## src/rtl/io_pkg.sv

```systemverilog
// Shared I/O port defaults and sizing helpers.
package io_pkg;

  localparam int IO_WIDTH      = 32;
  localparam int IO_FIFO_DEPTH = 4;

  // Occupancy counter must hold the value DEPTH itself, hence one bit more than the pointer.
  function automatic int count_width(input int depth);
    return $clog2(depth) + 1;
  endfunction

endpackage

```

## src/rtl/strobe_sync.sv

```systemverilog
// Two-flop synchroniser plus edge flop: one-cycle pulse per rising edge of an asynchronous level.
module strobe_sync (
  input  logic clk_i,
  input  logic clear_i,
  input  logic async_i,
  output logic pulse_o
);

  logic s1_q;
  logic s2_q;
  logic s3_q;

  // Synchronise the asynchronous level and keep one extra stage for edge detection.
  always_ff @(posedge clk_i or posedge clear_i) begin
    if (clear_i) begin
      s1_q <= 1'b0;
      s2_q <= 1'b0;
      s3_q <= 1'b0;
    end else begin
      s1_q <= async_i;
      s2_q <= s1_q;
      s3_q <= s2_q;
    end
  end

  assign pulse_o = s2_q & ~s3_q;

endmodule

```

## src/rtl/in_port_fifo.sv

```systemverilog
// Input port: captures device words on an asynchronous strobe into a FIFO read by the bus mux.
module in_port_fifo
  import io_pkg::*;
#(
  parameter int WIDTH      = IO_WIDTH,
  parameter int DEPTH      = IO_FIFO_DEPTH,
  parameter int IRQ_THRESH = 1
) (
  input  logic                     Clock,
  input  logic                     clear,
  input  logic                     strobe,
  input  logic [WIDTH-1:0]         input_data,
  input  logic                     InPortout,
  input  logic                     clr_ovf,
  output logic [WIDTH-1:0]         BusMuxInInPort,
  output logic                     empty,
  output logic                     full,
  output logic [$clog2(DEPTH):0]   count,
  output logic                     overflow,
  output logic                     irq
);

  localparam int PW = $clog2(DEPTH);
  localparam int CW = count_width(DEPTH);
  localparam logic [PW-1:0] PTR_ONE = PW'(1'b1);
  localparam logic [CW-1:0] CNT_ONE = CW'(1'b1);

  logic [WIDTH-1:0] mem_q [DEPTH];
  logic [PW-1:0]    rd_ptr_q, rd_ptr_d;
  logic [PW-1:0]    wr_ptr_q, wr_ptr_d;
  logic [CW-1:0]    count_q, count_d;
  logic             overflow_q, overflow_d;
  logic             inport_prev_q;
  logic             push_req_s, pop_req_s;
  logic             do_push_s, do_pop_s;
  logic             empty_s, full_s;

  strobe_sync u_strobe_sync (
    .clk_i   (Clock),
    .clear_i (clear),
    .async_i (strobe),
    .pulse_o (push_req_s)
  );

  assign pop_req_s = InPortout & ~inport_prev_q;

  // Push/pop arbitration; a pop at full frees the slot the simultaneous push fills.
  always_comb begin
    empty_s    = (count_q == {CW{1'b0}});
    full_s     = (count_q == CW'(DEPTH));
    do_pop_s   = pop_req_s & ~empty_s;
    do_push_s  = push_req_s & (~full_s | do_pop_s);
    rd_ptr_d   = rd_ptr_q;
    wr_ptr_d   = wr_ptr_q;
    count_d    = count_q;
    overflow_d = overflow_q;
    if (do_push_s) begin
      wr_ptr_d = wr_ptr_q + PTR_ONE;
    end else begin
      wr_ptr_d = wr_ptr_q;
    end
    if (do_pop_s) begin
      rd_ptr_d = rd_ptr_q + PTR_ONE;
    end else begin
      rd_ptr_d = rd_ptr_q;
    end
    case ({do_push_s, do_pop_s})
      2'b10:   count_d = count_q + CNT_ONE;
      2'b01:   count_d = count_q - CNT_ONE;
      default: count_d = count_q;
    endcase
    if (push_req_s && !do_push_s) begin
      overflow_d = 1'b1;
    end else if (clr_ovf) begin
      overflow_d = 1'b0;
    end else begin
      overflow_d = overflow_q;
    end
  end

  // Control state registers.
  always_ff @(posedge Clock or posedge clear) begin
    if (clear) begin
      rd_ptr_q      <= {PW{1'b0}};
      wr_ptr_q      <= {PW{1'b0}};
      count_q       <= {CW{1'b0}};
      overflow_q    <= 1'b0;
      inport_prev_q <= 1'b0;
    end else begin
      rd_ptr_q      <= rd_ptr_d;
      wr_ptr_q      <= wr_ptr_d;
      count_q       <= count_d;
      overflow_q    <= overflow_d;
      inport_prev_q <= InPortout;
    end
  end

  // Storage array, deliberately without reset.
  always_ff @(posedge Clock) begin
    if (do_push_s) begin
      mem_q[wr_ptr_q] <= input_data;
    end
  end

  assign BusMuxInInPort = empty_s ? {WIDTH{1'b0}} : mem_q[rd_ptr_q];
  assign empty          = empty_s;
  assign full           = full_s;
  assign count          = count_q;
  assign overflow       = overflow_q;
  assign irq            = (count_q >= CW'(IRQ_THRESH));

endmodule
```

## config.mk

```make
export PLATFORM = sky130hd
export DESIGN_NAME = in_port_fifo
export DESIGN_NICKNAME = d
export VERILOG_FILES = /design/src/rtl/io_pkg.sv /design/src/rtl/strobe_sync.sv /design/src/rtl/in_port_fifo.sv
export SDC_FILE = /design/constraint.sdc
export NUM_CORES = 1
export LEC_CHECK = 0
export CORE_ASPECT_RATIO = 2
export CORE_MARGIN = 2
export CORE_UTILIZATION = 47
export DETAILED_ROUTE_END_ITERATION = 7
export PLACE_DENSITY_LB_ADDON = 0.05
export SYNTH_ARGS = -nofsm -noshare
export SYNTH_HDL_FRONTEND = slang
export SYNTH_SLANG_ARGS = --single-unit
```

## constraint.sdc

```tcl
create_clock -name Clock -period 2.6 [get_ports Clock]
set_input_delay 0.39 -clock Clock [delete_from_list [all_inputs] [get_ports Clock]]
set_output_delay 0.39 -clock Clock [all_outputs]
set_load 0.02 [all_outputs]
```

==> results.sh, run 1 <==
export IMPL_status="finished, final reports clean"
export IMPL_grt_usage_pct=17.01
export IMPL_gp_routability_congestion=0.7533
export IMPL_dr_pass1_iters=4
export IMPL_antenna_left=0
export IMPL_crit_slowest_cell="clkdlybuf4s50_1"
export IMPL_drc=0
export IMPL_worstSetupPathType="reg -> out"
export IMPL_pin_count=76
export IMPL_syn_inst=265
export IMPL_cp_num_buf_inv=2
export IMPL_p_leak_nw=2.537
export IMPL_hp_class="in -> async"
export IMPL_tightest_slew_ns=0.4952
export IMPL_drt_iter0_markers=134
export IMPL_synth_cell_types=27
export IMPL_area_delta_synth_final_pct=30.14
export IMPL_finalPower_mw=8.008
export IMPL_drt_wirelength_per_cell_um=18.49
export IMPL_via_per_inst=5.130
export IMPL_post_route_util_pct=61.96
export IMPL_post_place_ws_ns=0.2580
export IMPL_cp_required_ns=2.21
export IMPL_final_nets=405
export IMPL_vias=2652
export IMPL_grt_pass1_wl_um=15100
export IMPL_relSlewSlack_pct=66.95
export IMPL_final_setup_worst_slack_ns=0.1675
export IMPL_path_clk_slew_ns=0.06
export IMPL_instances_no_fill=517
export IMPL_dieArea_um2=12640
export IMPL_skew_ns=0.003383
export IMPL_io_buffer_count=75
export IMPL_die_h_um=157.0
export IMPL_setup_viol=0
export IMPL_rsz0062_at_grt="false"
export IMPL_syn_area_um2=5504
export IMPL_peakVddDrop_uv=725.5
export IMPL_hold_violations=0
export IMPL_worstPathArrival_ns=2.04
export IMPL_drive_gt1_share_pct=23.12
export IMPL_holdWs_ns=0.3090
export IMPL_drv_cap=0
export IMPL_dp_cells=485
export IMPL_totalWireLength_um=9561
export IMPL_setup_tns_ns=0
export IMPL_max_stage_delay_ns=0.55
export IMPL_synthTopCellsByArea="edfxtp_1, mux4_2, dfrtp_1"
export IMPL_antenna_found_initial=0
export IMPL_path_cells="inv_1 > ha_1 > or4_1 > clkdlybuf4s50_1"
export IMPL_dieWidth_um=80.52
export IMPL_synth_warnings=0
export IMPL_core_rowCount=56
export IMPL_seq_area_frac_synth_pct=75.29
export IMPL_clockRootBuffer="clkbuf_16"
export IMPL_cts_buffers=17
export IMPL_path_delay_family="buffers and inverters"
export IMPL_grt_max_degree=26
export IMPL_cts_hold_fix_buffers=0
export IMPL_final_max_slew_viol_count=0
export IMPL_worst_path_max_fanout=7
export IMPL_fmax_mhz=411.1
export IMPL_hpwl_um=6179
export IMPL_cts_max_level=4
export IMPL_worstSkewPairLatency_ns=0.40
export IMPL_startpoint_type="flop"
export IMPL_n_antenna_cell=0
export IMPL_yosys_area_top_type="edfxtp_1"
export IMPL_synth_nets=310
export IMPL_synth_top_area_share_pct=69.83
export IMPL_clockBufferDepth=2
export IMPL_critPathCaptureType="output port"
export IMPL_min_period_over_period_pct=93.56
export IMPL_dpl_cell_area_um2=6566
export IMPL_tritoncts="done"
export IMPL_ys_seq_elements=140
export IMPL_grt_pass1_vias=2890
export IMPL_power_density_nw_per_um2=1118
export IMPL_clock_sinks=140
export IMPL_grt_overflow_total=0
export IMPL_coreArea_um2=11560
export IMPL_initial_core_util_pct=47.61
export IMPL_period_needed_ns=2.432
export IMPL_postLayoutCellArea_um2=7163
export IMPL_avgSynthCellArea_um2=20.77
## worst reg2reg max path, delay by kind of cell, from the launching register on
family	cells	cell delay [ns]
AND/OR/NAND/NOR	2	0.51
AO/OA/AOI/OAI	1	0.14
flip-flops	1	0.41
adder cells (fa/ha/maj)	1	0.19
buffers and inverters	3	0.49
## layer usage
layer / up-vias / part of all wire, % / global-route usage (%)
li1: 1231 / - / -
met1: 1341 / 39 / 19.30
met2: 66 / 55 / 29.68
met3: 14 / 4.3 / 4.300
met4: 0 / 1.9 / 7.748
met5: - / 0 / 0
## cell usage after synthesis
cell type,instances
edfxtp_1,128
mux4_2,32
nor2b_1,31
dfrtp_1,12
ha_1,8
inv_1,6
and2_1,5
buf_6,5
xnor2_1,5
buf_2,4
nand2_1,4
and2b_1,3
clkbuf_1,3
o21ai_0,3
a21oi_1,2
buf_4,2
nor3_1,2
a211oi_1,1
a21boi_1,1
a31oi_2,1
nand2b_1,1
nand3_1,1
nor2_1,1
nor3b_1,1
nor4b_1,1
or2_1,1
or4_1,1
## registers in the layout, indices dropped and copies added, names as in the netlist
register	cells
wr_ptr_q	2
inport_prev_q	1
mem_q	128
u_strobe_sync.s3_q	1
count	3
u_strobe_sync.s1_q	1
overflow	1
u_strobe_sync.s2_q	1
rd_ptr_q	2
## repair_timing
| action | in CTS | in global routing |
|---|---|---|
| endpoints found under the hold margin | 0 | 0 |
| setup endpoints to repair | 32 | 5 |
| buffers inserted | 1 | 0 |
| resized for setup | 33 | 5 |
## path summary, 6_finish.rpt
check                                               end  cells after the start  slack (ns)                          from
max                                                 irq                      4        0.17          count[1]$_DFFE_PP0P_
min                        u_strobe_sync.s1_q$_DFF_PP0_                      2        0.31                         clear
max reg2reg                       mem_q[3][4]$_DFFE_PP_                      7        0.54          count[1]$_DFFE_PP0P_
min reg2reg                u_strobe_sync.s2_q$_DFF_PP0_                      0        0.36  u_strobe_sync.s1_q$_DFF_PP0_
max in group asynchronous       rd_ptr_q[0]$_DFFE_PP0P_                      2        1.93                         clear
min in group Clock         u_strobe_sync.s2_q$_DFF_PP0_                      0        0.36  u_strobe_sync.s1_q$_DFF_PP0_
## power breakdown
part	switching (mW)	total [mW]	internal, mW
logic	1.40	2.76	1.36
registers	0.119	2.87	2.75
clock network	0.868	2.38	1.51
total	2.39	8.01	5.62
## cell families after synthesis
logic type	after synthesis	synth area share, %
XOR/XNOR	5	0.7956
AO/OA/AOI/OAI	8	0.9548
AND/OR/NAND/NOR	52	5.774
adder cells (fa/ha/maj)	8	1.819
buffers and inverters	20	2.273
flip-flops	140	75.29
multiplexers	32	13.09
## final cells by class
cell class                      count  area, um^2
Multi-Input combinational cell    105        1247
Timing Repair Buffer               90       965.9
Tap cell                          145       181.4
Clock buffer                       18       429.2
Clock inverter                     13       167.7
Sequential cell                   140        4149
Fill cell                         863        4398
Inverter                            6       22.52
## placed cells by master, fill, tap and decap left out
cell             instances
a211oi_1                 1
a21boi_1                 1
a21oi_1                  2
a31oi_2                  1
and2_1                   1
and2_2                   4
and2b_1                  3
buf_12                  10
buf_4                    5
bufinv_16                3
clkbuf_1                 1
clkbuf_16               17
clkdlybuf4s50_1         42
clkinv_1                 1
clkinv_4                 2
clkinvlp_4               4
dfrtp_1                  8
dfrtp_2                  4
dlygate4sd2_1           28
dlymetal6s2s_1           5
edfxtp_1               128
ha_1                     8
inv_1                    6
inv_6                    3
mux4_2                  32
nand2_1                  4
nand2b_1                 1
nand3_1                  1
nor2_1                   1
nor2b_1                 30
nor2b_4                  1
nor3_1                   2
nor3b_1                  1
nor4b_1                  1
o21ai_0                  3
or2_1                    1
or4_1                    1
xnor2_1                  5
No activity file was read; power rests on OpenSTA's default activity.
==> run 2: changes to the inputs <==
- SLEW_MARGIN: not set -> 20
==> results of run 2 <==
The final DEF is identical to that of run 1; final timing and power are the same.
